<file path="config.mk">
export PLATFORM = sky130hd
export DESIGN_NAME = phy_rx
export DESIGN_NICKNAME = d
export VERILOG_FILES = /design/src/rtl/phy_rx.sv
export SDC_FILE = /design/constraint.sdc
export NUM_CORES = 1
export LEC_CHECK = 0
export CAP_MARGIN = 40
export CORE_MARGIN = 2
export CORE_UTILIZATION = 59
export CTS_CLUSTER_SIZE = 28
export DETAILED_ROUTE_END_ITERATION = 8
export GPL_TIMING_DRIVEN = 0
export HOLD_SLACK_MARGIN = 0.03
export PLACE_DENSITY_LB_ADDON = 0.15
export SYNTH_ARGS = -nofsm -noshare
export SYNTH_HDL_FRONTEND = slang
export SYNTH_SLANG_ARGS = --single-unit
</file>
<file path="constraint.sdc">
create_clock -name clk_8f -period 3.7 [get_ports clk_8f]
set_input_delay 0.37 -clock clk_8f [delete_from_list [all_inputs] [get_ports clk_8f]]
set_output_delay 0.37 -clock clk_8f [all_outputs]
set_load 0.05 [all_outputs]
</file>
<file path="src/rtl/phy_rx.sv">
// Two-lane receive PHY: per-lane deserialisation, comma alignment/lock and
// byte recovery. Data is only released while both lanes are locked.

module phy_rx_lane #(
  parameter logic [7:0] COMMA      = 8'hBC,
  parameter int         LOCK_COUNT = 4
) (
  input  logic       clk_8f,
  input  logic       reset,
  input  logic       din,
  output logic [7:0] nb,
  output logic       byte_stb,
  output logic       locked
);

  typedef enum logic [1:0] {
    SEARCH = 2'd0,
    COUNT  = 2'd1,
    LOCKED = 2'd2
  } state_t;

  localparam logic [3:0] LOCK_N = 4'(LOCK_COUNT);

  state_t     state_q, state_d;
  logic [7:0] sr_q, sr_d;
  logic [2:0] ph_q, ph_d;
  logic [3:0] cnt_q, cnt_d;
  logic       boundary;
  logic       is_comma;

  assign nb       = {sr_q[6:0], din};
  assign sr_d     = nb;
  assign boundary = (ph_q == 3'd7);
  assign is_comma = (nb == COMMA);
  assign locked   = (state_q == LOCKED);

  always_comb begin
    state_d  = state_q;
    ph_d     = ph_q;
    cnt_d    = cnt_q;
    byte_stb = 1'b0;
    // Phase only free-runs once an alignment has been chosen.
    if (state_q != SEARCH) begin
      ph_d = ph_q + 3'd1;
    end
    case (state_q)
      SEARCH: begin
        if (is_comma) begin
          ph_d    = 3'd0;
          cnt_d   = 4'd1;
          state_d = (LOCK_N == 4'd1) ? LOCKED : COUNT;
        end
      end
      COUNT: begin
        if (boundary) begin
          if (is_comma) begin
            cnt_d = cnt_q + 4'd1;
            if ((cnt_q + 4'd1) == LOCK_N) begin
              state_d = LOCKED;
            end
          end else begin
            cnt_d   = 4'd0;
            state_d = SEARCH;
          end
        end
      end
      LOCKED: begin
        // Alignment is frozen here; only a reset can drop lock.
        byte_stb = boundary && !is_comma;
      end
      default: begin
        state_d = SEARCH;
      end
    endcase
  end

  always_ff @(posedge clk_8f or posedge reset) begin
    if (reset) begin
      state_q <= SEARCH;
      sr_q    <= 8'h00;
      ph_q    <= 3'd0;
      cnt_q   <= 4'd0;
    end else begin
      state_q <= state_d;
      sr_q    <= sr_d;
      ph_q    <= ph_d;
      cnt_q   <= cnt_d;
    end
  end

endmodule

module phy_rx #(
  parameter logic [7:0] COMMA      = 8'hBC,
  parameter int         LOCK_COUNT = 4
) (
  input  logic       clk_8f,
  input  logic       reset,
  input  logic       data_in_0,
  input  logic       data_in_1,
  output logic [7:0] data_out_0,
  output logic       valid_out_0,
  output logic [7:0] data_out_1,
  output logic       valid_out_1,
  output logic       active_0,
  output logic       active_1,
  output logic       active
);

  logic [7:0] nb_0, nb_1;
  logic       stb_0, stb_1;
  logic       locked_0, locked_1;

  logic [7:0] data_0_q, data_0_d;
  logic [7:0] data_1_q, data_1_d;
  logic       valid_0_q, valid_0_d;
  logic       valid_1_q, valid_1_d;

  phy_rx_lane #(
    .COMMA     (COMMA),
    .LOCK_COUNT(LOCK_COUNT)
  ) u_lane_0 (
    .clk_8f  (clk_8f),
    .reset   (reset),
    .din     (data_in_0),
    .nb      (nb_0),
    .byte_stb(stb_0),
    .locked  (locked_0)
  );

  phy_rx_lane #(
    .COMMA     (COMMA),
    .LOCK_COUNT(LOCK_COUNT)
  ) u_lane_1 (
    .clk_8f  (clk_8f),
    .reset   (reset),
    .din     (data_in_1),
    .nb      (nb_1),
    .byte_stb(stb_1),
    .locked  (locked_1)
  );

  // A lane's bytes are dropped until the link as a whole is up.
  always_comb begin
    valid_0_d = stb_0 & locked_0 & locked_1;
    valid_1_d = stb_1 & locked_0 & locked_1;
    data_0_d  = valid_0_d ? nb_0 : data_0_q;
    data_1_d  = valid_1_d ? nb_1 : data_1_q;
  end

  always_ff @(posedge clk_8f or posedge reset) begin
    if (reset) begin
      data_0_q  <= 8'h00;
      data_1_q  <= 8'h00;
      valid_0_q <= 1'b0;
      valid_1_q <= 1'b0;
    end else begin
      data_0_q  <= data_0_d;
      data_1_q  <= data_1_d;
      valid_0_q <= valid_0_d;
      valid_1_q <= valid_1_d;
    end
  end

  assign data_out_0  = data_0_q;
  assign data_out_1  = data_1_q;
  assign valid_out_0 = valid_0_q;
  assign valid_out_1 = valid_1_q;
  assign active_0    = locked_0;
  assign active_1    = locked_1;
  assign active      = locked_0 & locked_1;

endmodule

</file>
Word level (Yosys, flattened, before mapping) --
Cells that the tools add are included. Widths: inputs -> output; s select.
Word-level totals: register bits 50, latch bits 0, RAM bits 0, memory bits (read-only) 0, output and inout port bits 21, logic and storage cells 79, memories kept 0
Cells by class: $add $sub $neg 4, multipliers 0, div/mod/pow operators 0, order comparisons 0, eq/ne operators 16, shift-type cells 0, multiplexer cells 26, bitwise logic cells 7, reductions and logical operators 14
Operator list (number):
- $mux 4 | 6
- $mux 3 | 6
- $eq 8x8->1 const B | 2
- $mux 2 | 8
- $pmux 4 s2 | 2
- $pmux 2 s3 | 2
- $add 4x1->4 const B | 2
- $eq 4x3->1 const B | 2
- $ne 2x1->1 const B | 4
- $reduce_and 4->1 | 2
- $reduce_bool 2->1 | 4
- $add 3x1->3 const B | 2
- $eq 3x3->1 const B | 2
- $ne 3x3->1 const B | 2
- $reduce_and 3->1 | 2
- $and 1x1->1 | 5
- $eq 2x1->1 const B | 2
- $eq 2x2->1 const B | 2
- $logic_not 2->1 | 2
- $logic_and 1x1->1 | 2
- $logic_not 1->1 | 2
- $mux 1 | 2
- $not 1->1 | 2

Longest topological paths before layout --
Gate-level depths: netlist (run 1).
depth after elaboration 6, depth in mapped cells 7, depth with buffers taken out 6

By module --
Synthesis (run 1) repeated with hierarchy kept, for this count alone.
Unflattened totals: cell total of the unflattened synthesis 172, area total of the unflattened synthesis 2247.2 µm²
Modules (own cells, without submodules):
- phy_rx_lane (u_lane_1) | instances 1, cells each 67, area each 792.0 µm², seq. area each 400.4 µm²
- phy_rx_lane (u_lane_0) | instances 1, cells each 65, area each 785.8 µm², seq. area each 400.4 µm²
- phy_rx | instances 1, cells each 40, area each 669.4 µm², seq. area each 450.4 µm²

Least setup slack after synthesis (run 1) --
OpenSTA, ideal clock, no wires.
kind reg-to-reg, from register u_lane_1.state_q[1], to register data_0_q[0] (netlist: data_out_0[0]), library setup time 0.125 ns, arrival time 1.495 ns, slack 2.080 ns, cell stages (with the launch flop) 6, cell sequence dfrtp_1 buf_2 nand2b_1 nor2_4 nand3_4 mux2_4
Between the ends: longest elaborated chain between the ends 2
Ends and longest elaborated chain:
- start, declared | RTL line 24 | state_t state_q, state_d;
- start signal, assigned | RTL line 84 | state_q <= state_d;
- $eq 2x2->1 | RTL line 35 | assign locked = (state_q == LOCKED);
- $and 1x1->1 | RTL line 145 | valid_0_d = stb_0 & locked_0 & locked_1;
- end signal, assigned | RTL line 158 | data_0_q <= data_0_d;
- end, declared | RTL line 114 | logic [7:0] data_0_q, data_0_d;
No other way between the ends. A chain may end at the register's enable or synchronous reset.

Final worst setup path (run 1) --
from register u_lane_1.state_q[1], to output port active
Between the ends: longest elaborated chain between the ends 2
Ends and longest elaborated chain:
- $eq 2x2->1 | RTL line 35
- $and 1x1->1 | RTL line 171 | assign active = locked_0 & locked_1;
- end, declared | RTL line 107 | output logic active
No other way between the ends.

==> results of run 1 <==
## layout by cell type, fill, tap and decap left out, types with 3 or more instances in the layout
| master | instances |
|---|---|
| sky130_fd_sc_hd__nand3_1 | 9 |
| sky130_fd_sc_hd__mux2_1 | 8 |
| sky130_fd_sc_hd__nor3_1 | 3 |
| sky130_fd_sc_hd__ha_1 | 7 |
| sky130_fd_sc_hd__nor2_1 | 5 |
| sky130_fd_sc_hd__clkbuf_8 | 6 |
| sky130_fd_sc_hd__mux2_4 | 8 |
| sky130_fd_sc_hd__nor2b_1 | 3 |
| sky130_fd_sc_hd__inv_1 | 11 |
| sky130_fd_sc_hd__dfrtp_1 | 50 |
| sky130_fd_sc_hd__nand2b_1 | 4 |
| sky130_fd_sc_hd__o21ai_0 | 13 |
| sky130_fd_sc_hd__clkdlybuf4s50_1 | 24 |
| sky130_fd_sc_hd__nand4_1 | 3 |
| sky130_fd_sc_hd__buf_2 | 3 |
| sky130_fd_sc_hd__nand2_1 | 9 |
## state kept, by name, indices dropped and copies added (netlist names)
signal,count
u_lane_1.sr_q,7
u_lane_1.cnt_q,4
data_out_1,8
valid_out_1,1
u_lane_0.ph_q,3
data_out_0,8
u_lane_0.sr_q,7
u_lane_1.state_q,2
u_lane_0.state_q,2
u_lane_1.ph_q,3
valid_out_0,1
u_lane_0.cnt_q,4
## final cells by class
class                   instances  area [sq um]  area share
clock inverters                 2          38.8      0.0147
multi-input cells             107           851       0.324
inverters                      12          45.0      0.0171
well taps                      48          60.1      0.0228
plain buffers                   6          33.8      0.0128
clock buffers                   6          82.6      0.0314
flip-flops and latches         50          1250       0.476
repair buffers                 25           268       0.102
## how the worst max path moves through the flow
stage	endpoint	startpoint	depth (start not counted)	slack (ns)
after floorplan	data_out_0[0]	u_lane_1.state_q[1]	5	2.08
after global placement	u_lane_0.cnt_q[3]	reset	2	1.32
after detailed placement	data_out_0[4]	data_in_0	5	1.55
after CTS	active	u_lane_1.state_q[1]	4	1.28
after global routing	active	u_lane_1.state_q[1]	4	1.21
final	active	u_lane_1.state_q[1]	4	1.30
## per-stage QoR
stage,hold WS [ns],std cells,util
detailed placement,0.378,248,0.696
global route,0.405,256,0.729
global placement,0.365,247,0.688
CTS,0.398,256,0.729
finish,0.397,256,0.729
floorplan,0.359,175,-
## power by group
part	total (W)	internal (W)	switching, W
combinational	0.0000865	0.0000324	0.0000540
sequential	0.000575	0.000563	0.0000119
clock	0.000398	0.000222	0.000176
## critical path: cells and delay by family (launching register included)
family                 cells  cell delay [ns]
and+or+nand+nor            2             0.36
DFF                        1             0.34
buffers and inverters      2             1.02
## layer usage
metal	part of all wire	vias to the layer above	GRT usage
met2	0.54	28	0.376
met1	0.42	727	0.266
met5	0	-	0
li1	-	685	-
met4	0.012	0	0.0878
met3	0.029	5	0.0434
## Yosys cell counts, types with 2 or more instances
library cell / instances / area share
sky130_fd_sc_hd__dfrtp_1: 50 / 0.57
sky130_fd_sc_hd__o21ai_0: 13 / 0.030
sky130_fd_sc_hd__inv_1: 12 / 0.021
sky130_fd_sc_hd__nand2_1: 9 / 0.015
sky130_fd_sc_hd__nand3_1: 9 / 0.021
sky130_fd_sc_hd__mux2_1: 8 / 0.041
sky130_fd_sc_hd__mux2_4: 8 / 0.055
sky130_fd_sc_hd__ha_1: 7 / 0.040
sky130_fd_sc_hd__nor2_1: 5 / 0.0086
sky130_fd_sc_hd__nand2b_1: 4 / 0.011
sky130_fd_sc_hd__buf_2: 3 / 0.0069
sky130_fd_sc_hd__nand4_1: 3 / 0.0086
sky130_fd_sc_hd__nor2b_1: 3 / 0.0086
sky130_fd_sc_hd__nor3_1: 3 / 0.0069
sky130_fd_sc_hd__a21oi_1: 2 / 0.0046
sky130_fd_sc_hd__a22o_1: 2 / 0.0080
sky130_fd_sc_hd__a2bb2oi_1: 2 / 0.0080
sky130_fd_sc_hd__a32o_1: 2 / 0.0092
sky130_fd_sc_hd__and3_1: 2 / 0.0057
sky130_fd_sc_hd__clkbuf_1: 2 / 0.0034
sky130_fd_sc_hd__nand3_4: 2 / 0.016
sky130_fd_sc_hd__nor4_1: 2 / 0.0057
sky130_fd_sc_hd__o211ai_1: 2 / 0.0069
sky130_fd_sc_hd__o31ai_1: 2 / 0.0069
sky130_fd_sc_hd__or2_1: 2 / 0.0057
## cell families after synthesis
family                   count (synthesis)  share of synthesized area
AND/OR/NAND/NOR                         51                      0.151
flip-flops                              50                      0.574
adder cells (fa/ha/maj)                  7                     0.0402
AO/OA/AOI/OAI                           32                     0.0981
multiplexers                            16                     0.0964
XOR/XNOR                                 1                    0.00402
buffers and inverters                   18                     0.0361
==> impl_metrics.csv, run 1 <==
group,metric,value,unit
critical_path,worst_path_max_delay_cell,"sky130_fd_sc_hd__clkdlybuf4s50_1",
run_status,status,"complete, no violations",
sta,finalHoldViolCount,0,
global_route,track_usage,0.217,
sta,max_clock_freq,417,MHz
pwr,power.density_cell_area,403,nW/um^2
global_route,grt_pass1_vias,1521,
pwr,maximum_ir_drop_on_the_vdd_rail,333,uV
routing,drt_drc_violations_left,0,
clock_tree,cts.sink_count,50,
final_layout,net_count_reported_at_finish,218,
synthesis,postSynthNetCount,186,
critical_path,arrival,2.03,ns
final_layout,post_route_cells_drive_above_1_share,0.135,
synthesis,post_synth_num_cell_types,41,
synthesis,ys_ff_latch,50,
sta,fin_crit_period,2.40,ns
routing,final_antenna_net_count,0,
critical_path,path_class,"flop to primary output",
critical_path,max_incr_delay_on_cp,0.83,ns
floorplan,chipHeight,64.8,um
floorplan,placeableCoreArea,3610,sq um
sta,worst_pin_slew,0.569,ns
sta,timing.final.crit_share,0.648,
clock_tree,cts_resized,0,
synthesis,mapped_cell_area,2180,sq um
synthesis,synth-warning-count,0,
sta,finalClockSkew,0.0110,ns
routing,route.final.wire_length,3.95,mm
final_layout,insertedDiodeCount,0,
sta,final.setup.tns,0,ns
global_route,grt.overflow.total,0,
routing,drt_first_iter_violations,132,
sta,grt_setup_unrepaired,"no",
critical_path,setup.reg_to_reg.worst_slack,1.89,ns
final_layout,area_growth,20.6,%
critical_path,reg2reg_from,"u_lane_1.ph_q[0]",
min_path,hold_start,"u_lane_1.sr_q[5]",
clock_tree,cts.clk_slew.worst_paths,0.09,ns
pwr,leakagePower,1.16,nW
critical_path,critical_path.endpoint_type,"primary output",
placed_design,dp_hpwl,2.83,mm
final_layout,design_area,2630,sq um
routing,route.detailed.wl_per_inst,15.4,um
routing,vias,1445,
critical_path,worstReg2RegEnd,"u_lane_1.cnt_q[2]",
global_route,wire_length_of_the_first_global_routing_pass,6.93,mm
sta,final-setup-viol-count,0,
placed_design,last_weighted_congestion_value_of_the_routability_driven_placer,0.841,
min_path,whs_path_depth,0,
clock_tree,ctsRootBufferMaster,"sky130_fd_sc_hd__clkbuf_8",
run,max_cap_violations,0,
min_path,hold-path-endpoint,"u_lane_1.sr_q[6]",
sta,fin_worst_setup_slack,1.30,ns
synthesis,ys.flop_type,"sky130_fd_sc_hd__dfrtp_1",
floorplan,chipWidth,64.8,um
clock_tree,cts-hold-fix-buffers,0,
sta,slew-limit-headroom,0.620,
synthesis,async_reset_ff_frac,1.00,
pwr,total_power,0.00106,W
placed_design,io_buffers,24,
floorplan,core.rowCount,22,
sta,timing.final.max_slew_violations,0,
global_route,grt_max_degree,27,
clock_tree,post-cts-setup-buffers,0,
critical_path,worstSetupStartpointType,"flop",
synthesis,synth_enable_flop_cells,0,
placed_design,dp_worst_setup_slack,1.55,ns
floorplan,initial_utilization,0.605,
critical_path,timing.critical_path.cells,"buf_2, nand2b_1, nor2_4, clkdlybuf4s50_1",
synthesis,synth_cells,175,
synthesis,avgSynthCellArea,12.5,sq um
routing,detailed_route_vias_per_instance,5.64,
clock_tree,cts.htree.levels,2,
floorplan,ioPinCount,25,
placed_design,detailed_place.area,2510,sq um
clock_tree,clk_latency,0.30,ns
critical_path,timing.reg2reg.worst_path_depth,7,
min_path,hold_class,"flop to flop",
floorplan,dieArea,4200,sq um
clock_tree,clock_path_buffers,2,
clock_tree,cts_buffers,5,
critical_path,largest_fanout_on_the_critical_path,10,
synthesis,sequential_to_total_area_share_from_yosys_stat,0.574,
global_route,grt_antenna_before_repair,0,
routing,drt-pass1-iter-count,4,
final_layout,filler_cell_count,260,
clock_tree,cts_tree,"built",
critical_path,critPathRequiredTime,3.33,ns
Note: power is estimated with default switching activity, not from simulation.
==> inputs of run 2 (changes only) <==
CORE_UTILIZATION = 55   (was 59)
clock period = 2.37 ns   (was 3.7 ns; I/O delays follow)
==> run 2 against run 1 <==
Worst setup slack lost 1.2 ns. Via count is 1.5% higher. Final area decreased by 0.52%. Total power is 53% higher. Largest cell class unchanged. Highest routed layer unchanged.
==> impl_metrics.csv, run 2 (synthesized netlist as in run 1, its figures left out) <==
group,metric,value,unit
sta,finalClockSkew,0.00452,ns
floorplan,core.rowCount,22,
pwr,share_seq_of_total_power,0.555,
run,max_cap_violations,0,
pwr,power.switching_fraction,0.233,
final_layout,layout.area.seq,1250,sq um
final_layout,mostFrequentLayoutCells,"sky130_fd_sc_hd__dfrtp_1 (50), sky130_fd_sc_hd__clkdlybuf4s50_1 (24), sky130_fd_sc_hd__o21ai_0 (13)",
clock_tree,cts.htree.levels,2,
global_route,grt.overflow.total,0,
critical_path,worstSetupStartpointType,"flop",
final_layout,area_growth,20.0,%
routing,drt_first_iter_violations,128,
critical_path,critical_path.endpoint_type,"primary output",
final_layout,insertedDiodeCount,0,
final_layout,multi_input_area,851,sq um
critical_path,critPathRequiredTime,2.13,ns
pwr,switchingPower,0.000378,W
clock_tree,post-cts-setup-buffers,0,
placed_design,io_buffers,24,
sta,timing.final.crit_share,0.942,
routing,route.detailed.wl_per_inst,15.0,um
sta,max_clock_freq,448,MHz
sta,finalHoldViolCount,0,
sta,final.setup.tns,0,ns
sta,timing.final.max_slew_violations,0,
sta,fin_worst_setup_slack,0.137,ns
sta,fin_crit_period,2.23,ns
pwr,power.clock.fraction,0.361,
routing,drt_drc_violations_left,0,
pwr,power.internal,0.00124,W
global_route,grt_antenna_before_repair,0,
clock_tree,clk_latency,0.30,ns
global_route,track_usage,0.203,
critical_path,largest_fanout_on_the_critical_path,10,
sta,worst_pin_slew,0.559,ns
clock_tree,cts_resized,0,
clock_tree,cts-hold-fix-buffers,0,
clock_tree,clock_path_buffers,2,
final_layout,net_count_reported_at_finish,218,
global_route,wire_length_of_the_first_global_routing_pass,6.77,mm
routing,drt-pass1-iter-count,4,
floorplan,chipHeight,67.0,um
clock_tree,cts_tree,"built",
clock_tree,cts.sink_count,50,
routing,vias,1466,
routing,detailed_route_vias_per_instance,5.75,
sta,grt_setup_unrepaired,"no",
placed_design,dp_worst_setup_slack,0.368,ns
clock_tree,ctsRootBufferMaster,"sky130_fd_sc_hd__clkbuf_8",
final_layout,post_route_cells_drive_above_1_share,0.130,
clock_tree,cts_buffers,5,
placed_design,dp_hpwl,2.81,mm
floorplan,placeableCoreArea,3740,sq um
critical_path,path_class,"flop to primary output",
run_status,status,"complete, no violations",
final_layout,layout_commonest_cell,"sky130_fd_sc_hd__dfrtp_1",
floorplan,ioPinCount,25,
floorplan,chipWidth,67.0,um
global_route,grt_max_degree,27,
clock_tree,cts.clk_slew.worst_paths,0.09,ns
routing,final_antenna_net_count,0,
sta,slew-limit-headroom,0.627,
pwr,maximum_ir_drop_on_the_vdd_rail,370,uV
final_layout,filler_cell_count,282,
min_path,hold_class,"primary input to asynchronous set/reset pin",
sta,final-setup-viol-count,0,
pwr,share_comb_of_total_power,0.083,
floorplan,initial_utilization,0.583,
routing,route.final.wire_length,3.82,mm
floorplan,dieArea,4480,sq um
global_route,grt_pass1_vias,1528,
critical_path,arrival,2.00,ns
pwr,power.density_cell_area,619,nW/um^2
placed_design,last_weighted_congestion_value_of_the_routability_driven_placer,0.866,
pwr,leakagePower,1.15,nW
==> run 2: cell types whose count changed in the layout (fill, tap and decap cells not counted) <==
cell,change
sky130_fd_sc_hd__inv_6,-1
sky130_fd_sc_hd__clkinv_4,+1
sky130_fd_sc_hd__clkbuf_8,-1
==> run 2: power groups by stage <==
stage	Clock, W	Sequential, W	Combinational [W]
after floorplan	0	0.000963	0.0000355
after global placement	0	0.000914	0.000128
after detailed placement	0	0.000916	0.000137
after CTS	0.000602	0.000899	0.000137
after global routing	0.000629	0.000903	0.000144
final	0.000585	0.000899	0.000135
==> run 2: final timing paths <==
kind,start,cells past startpoint,end,slack (ns)
min in group clk_8f,u_lane_1.sr_q[5],0,u_lane_1.sr_q[6],0.40
worst min register to register,u_lane_1.sr_q[5],0,u_lane_1.sr_q[6],0.40
worst max register to register,u_lane_1.ph_q[0],7,u_lane_1.cnt_q[3],0.58
worst max-delay path,u_lane_1.state_q[1],4,active,0.14
max in group asynchronous,reset,3,u_lane_0.ph_q[0],1.55
worst min-delay path,reset,2,valid_out_1,0.32
==> run 2: layer usage <==
metal | vias to the layer above | share of wire | track usage
met2 | 39 | 0.51 | 0.345
met3 | 8 | 0.046 | 0.0591
met1 | 735 | 0.43 | 0.242
li1 | 684 | - | -
met5 | - | 0 | 0
met4 | 0 | 0.015 | 0.0791
==> run 2: critical path: stages (launching register included) <==
cell                              delay [ns]
sky130_fd_sc_hd__dfrtp_1                0.32
sky130_fd_sc_hd__buf_2                  0.18
sky130_fd_sc_hd__nand2b_1               0.14
sky130_fd_sc_hd__nor2_4                 0.22
sky130_fd_sc_hd__clkdlybuf4s50_1        0.83
==> run 2: area by class of cell <==
type / instances / share of cell area
Sequential cell: 50 / 0.478
Multi-Input combinational cell: 107 / 0.325
Timing Repair Buffer: 25 / 0.102
Clock buffer: 5 / 0.0263
Tap cell: 48 / 0.0230
Inverter: 12 / 0.0172
Clock inverter: 2 / 0.0148
Buffer: 6 / 0.0129
==> run 2: stage by stage <==
| stage | util | power, W | hold WS (ns) | area [sq um] | instances |
|---|---|---|---|---|---|
| final | 0.699 | 0.00162 | 0.320 | 2620 | 255 |
| after global routing | 0.699 | 0.00168 | 0.368 | 2620 | 255 |
| after CTS | 0.699 | 0.00164 | 0.339 | 2620 | 255 |
| after detailed placement | 0.670 | 0.00105 | 0.383 | 2510 | 248 |
| after global placement | 0.663 | 0.00104 | 0.371 | 2480 | 247 |
| after floorplan | - | 0.000998 | 0.268 | 2180 | 175 |
==> patch 1 (settings of run 2) <==
Remove the register `valid_0_q`: a continuous assignment takes its place, so the output `valid_out_0` follows one clock earlier.
--- a/src/rtl/phy_rx.sv
+++ b/src/rtl/phy_rx.sv
@@ -152,15 +152,15 @@
     if (reset) begin
       data_0_q  <= 8'h00;
       data_1_q  <= 8'h00;
-      valid_0_q <= 1'b0;
       valid_1_q <= 1'b0;
     end else begin
       data_0_q  <= data_0_d;
       data_1_q  <= data_1_d;
-      valid_0_q <= valid_0_d;
       valid_1_q <= valid_1_d;
     end
   end
+
+  assign valid_0_q = valid_0_d;
 
   assign data_out_0  = data_0_q;
   assign data_out_1  = data_1_q;
Check against the original RTL: same outputs for any inputs over 10 cycles, from zero or initial values and one cycle with reset high; that may be too few to reach the edited logic, so the function may still have changed.
==> patch 1 against run 2 <==
  * Sequential cell count decreased by 1
  * Wire length increased by 3.4%
  * Sequential power decreased by 2%
  * Synthesized area decreased by 1.1%
  * Die area decreased by 1.1%
  * Via count decreased by 1.4%
  * Cell area decreased by 2.1%
  * Setup slack got worse by 24 ps
  * Global-route usage increased by 1.2 points
  * Power decreased by 7.0%
  * Final cell count unchanged
==> patch 1: results (changes against run 2) <==
Outcome
  – Status: finished, final reports clean (unchanged)

Global route
  – Number of global-route vias before repair: 1,522 (was 1,528)
  – Largest net degree at the start of global routing: 32 (was 27)
  – GRT Util Overall: 0.2147 (was 0.2028)
  – First-pass GRT wire length: 7038 um (was 6768 um)

Placed design
  – I/O Buffers: 24 (unchanged)
  – Placed insts: 247 (was 248)
  – Placer Congestion: 0.8919 (was 0.8656)
  – DP Wirelength: 2824 um (was 2810 um)

Routing
  – Routed len/inst: 15.49 um (was 14.98 um)
  – Vias per inst: 5.667 (was 5.749)
  – Post-Route WL: 3951 um (was 3821 um)
  – First DRT Iteration DRCs: 107 (was 128)

STA
  – Hold slack: 243.3 ps (was 319.8 ps)
  – Worst-Margin Slew: 617.7 ps (was 559.4 ps)
  – Worst Clk Skew: 10.20 ps (was 4.519 ps)

Synth
  – Mapped Nets: 185 (was 186)
  – Sequential fraction of the synthesis area: 0.5688 (was 0.5737)
  – Post-synth top cells: 49 x dfrtp_1, 13 x o21ai_0, 12 x inv_1 (was 50 x dfrtp_1, 13 x o21ai_0, 12 x inv_1)
  – Syn_area_per_cell: 12.39 um2 (was 12.46 um2)
  – Synth top area cells: dfrtp_1 57%, mux2_4 5.6%, mux2_1 4.2% (was dfrtp_1 57%, mux2_4 5.5%, mux2_1 4.1%)

Final layout
  – Final nets: 217 (was 218)
  – Layout cells sized above 1: 0.1401 (was 0.1304)

Clock tree
  – Post-CTS setup buffers: 0 (unchanged)

Power and ir drop
  – Max VDD drop: 0.5720 mV (was 0.3702 mV)
  – Pleak: 1.131 nW (was 1.153 nW)

Worst setup path
  – R2r setup slk: 480 ps (was 580 ps)
  – Critical Path AT: 2020 ps (was 2000 ps)
-- patch 1: cell count changes in the layout (fill, tap and decap cells not counted), sizes merged --
cell           change
clkbuf             +1
bufinv             -1
inv                +1
dfrtp              -1
clkinvlp           +1
clkdlybuf4s50      -1
-- patch 1: worst max-delay path, stage by stage (launching register included) --
cell and delay (ps):
dfrtp_1 320, buf_2 180, nand2b_1 150, nor2_4 230, clkdlybuf4s50_1 830
-- patch 1: per-layer routing --
metal  routed length, um  GRT usage
met5                   0          0
met4                  75    0.08929
met3                 187    0.07095
met2                2015     0.3613
met1                1673     0.2511
-- patch 1: layout make-up --
class,instances,area (um2)
sequential,49,1226
fill,275,1155
inverter,12,45.04
clock buffer,5,68.82
tap,48,60.06
buffer,6,33.78
timing repair buffer,25,255.2
multi-input combinational,107,850.8
clock inverter,3,21.27
-- patch 1: kinds of logic after synthesis --
kind of cell	count (synthesis)	share of synthesized area
compound gates	32	0.09925
xor+xnor	1	0.004063
fa+ha+maj	7	0.04062
buf+inv	18	0.03656
flops	49	0.5688
mux	16	0.09751
simple gates	51	0.1532
-- patch 1: per-stage QoR --
step / setup WS, ps / instance area [um2] / utilization
floorplan: 597.0 / 2156 / -
global placement: -179.5 / 2456 / 0.6609
detailed placement: -197.5 / 2476 / 0.6663
CTS: 39.89 / 2565 / 0.6902
global route: 1.499 / 2561 / 0.6892
finish: 113.2 / 2561 / 0.6892
-- patch 1: what timing repair did --
| action | in CTS | in global routing |
|---|---|---|
| gates resized for setup | 1 | 2 |
| setup endpoints to repair | 1 | 1 |
| hold buffers | 0 | 0 |
-- patch 1: power breakdown --
group	internal [W]	switching (W)	total [W]
sequential	0.000863	0.0000190	0.000882
combinational	0.0000492	0.0000837	0.000133
clock	0.000209	0.000281	0.000490
total	0.00112	0.000383	0.00150
==> patch 2 (settings of run 2) <==
Made on the original files. `COMMA` is set to 8'hBC in 2 places; all go to 8'h5E.
--- a/src/rtl/phy_rx.sv
+++ b/src/rtl/phy_rx.sv
@@ -2,7 +2,7 @@
 // byte recovery. Data is only released while both lanes are locked.
 
 module phy_rx_lane #(
-  parameter logic [7:0] COMMA      = 8'hBC,
+  parameter logic [7:0] COMMA      = 8'h5E,
   parameter int         LOCK_COUNT = 4
 ) (
   input  logic       clk_8f,
@@ -91,7 +91,7 @@
 endmodule
 
 module phy_rx #(
-  parameter logic [7:0] COMMA      = 8'hBC,
+  parameter logic [7:0] COMMA      = 8'h5E,
   parameter int         LOCK_COUNT = 4
 ) (
   input  logic       clk_8f,
Formal check against the unedited RTL: same outputs for any inputs over 10 cycles, from zero or initial values and one cycle with reset high; that may be too few to reach the edited logic, so the function may still have changed.
==> patch 2 against run 2 <==
  * Count of clock-buffer cells in the layout up 1
  * Synthesized area grew 2.8%
  * Final cell count is 0.78% higher
  * Setup slack got worse by 37 ps
  * Power fell by 3.7%
  * Global-route usage increased by 1.2 points
  * Wire length rose by 5.8%
  * Sequential cell count did not move
  * Sequential power hardly changed
  * Cell area up 1.8%
  * Die area is 2.6% higher
  * Critical path type unchanged
==> patch 2: results (changes against run 2) <==
Outcome
  – Status: finished, final reports clean (unchanged)

Final layout
  – Final nets: 217 (was 218)
  – Layout cells sized above 1: 0.1836 (was 0.1304)

Power and ir drop
  – Max VDD drop: 0.4516 mV (was 0.3702 mV)
  – Pleak: 1.216 nW (was 1.153 nW)
  – Sw power: 0.0003849 W (was 0.0003776 W)

STA
  – Final worst slack: 100.1 ps (was 136.8 ps)
  – Slew margin rel.: 0.6590 (was 0.6265)
  – Worst Clk Skew: 7.995 ps (was 4.519 ps)
  – Hold slack: 196.2 ps (was 319.8 ps)

Synth
  – Sequential fraction of the synthesis area: 0.5580 (was 0.5737)
  – Post-synth top cells: 50 x dfrtp_1, 16 x mux2_4, 13 x o21ai_0 (was 50 x dfrtp_1, 13 x o21ai_0, 12 x inv_1)
  – Count of different cell masters after synthesis: 45 (was 41)

Routing
  – DR vias: 1,459 (was 1,466)
  – Post-Route WL: 4044 um (was 3821 um)
  – Met2 WL: 2162 um (was 1950 um)
  – WL met3: 142 um (was 176 um)
  – First DRT Iteration DRCs: 84 (was 128)

Placed design
  – Placed insts: 249 (was 248)
  – DP Wirelength: 3013 um (was 2810 um)

Global route
  – Met2 Track Usage GR: 0.3848 (was 0.3450)
  – First-pass GRT wire length: 7258 um (was 6768 um)
  – Met1 GRT Util: 0.2519 (was 0.2416)
  – Met3 usage: 0.04112 (was 0.05912)

Worst setup path
  – FF-to-FF path depth: 4 (was 7)
  – Worst reg2reg path startpoint: u_lane_0.sr_q[4] (was u_lane_1.ph_q[0])
-- patch 2: logic make-up (layout without fill, tap and decap cells) --
kind of cell             after synthesis  count (layout)  synth area share
multiplexers                          16              16            0.1071
AO/OA/AOI/OAI                         33              33           0.09654
XOR/XNOR                               1               1          0.003907
adder cells (fa/ha/maj)                7               7           0.03906
AND/OR/NAND/NOR                       49              49            0.1590
buffers and inverters                 18              51           0.03627
flip-flops                            50              50            0.5580
-- patch 2: area by class of cell --
class,count,area (um2)
multi-input cells,106,909.6
clock inverters,2,16.27
well taps,50,62.56
clock buffers,6,82.58
repair buffers,25,260.3
inverters,12,45.04
flip-flops and latches,50,1251
plain buffers,6,36.28
fillers,297,1308
-- patch 2: power groups by stage --
stage	Combinational, W	Clock [W]	Sequential, W
2_1_floorplan	0.0000401	0	0.000963
3_3_place_gp	0.000133	0	0.000914
3_5_place_dp	0.000140	0	0.000917
4_1_cts	0.000140	0.000541	0.000900
5_1_grt	0.000146	0.000582	0.000904
6_report	0.000138	0.000522	0.000899
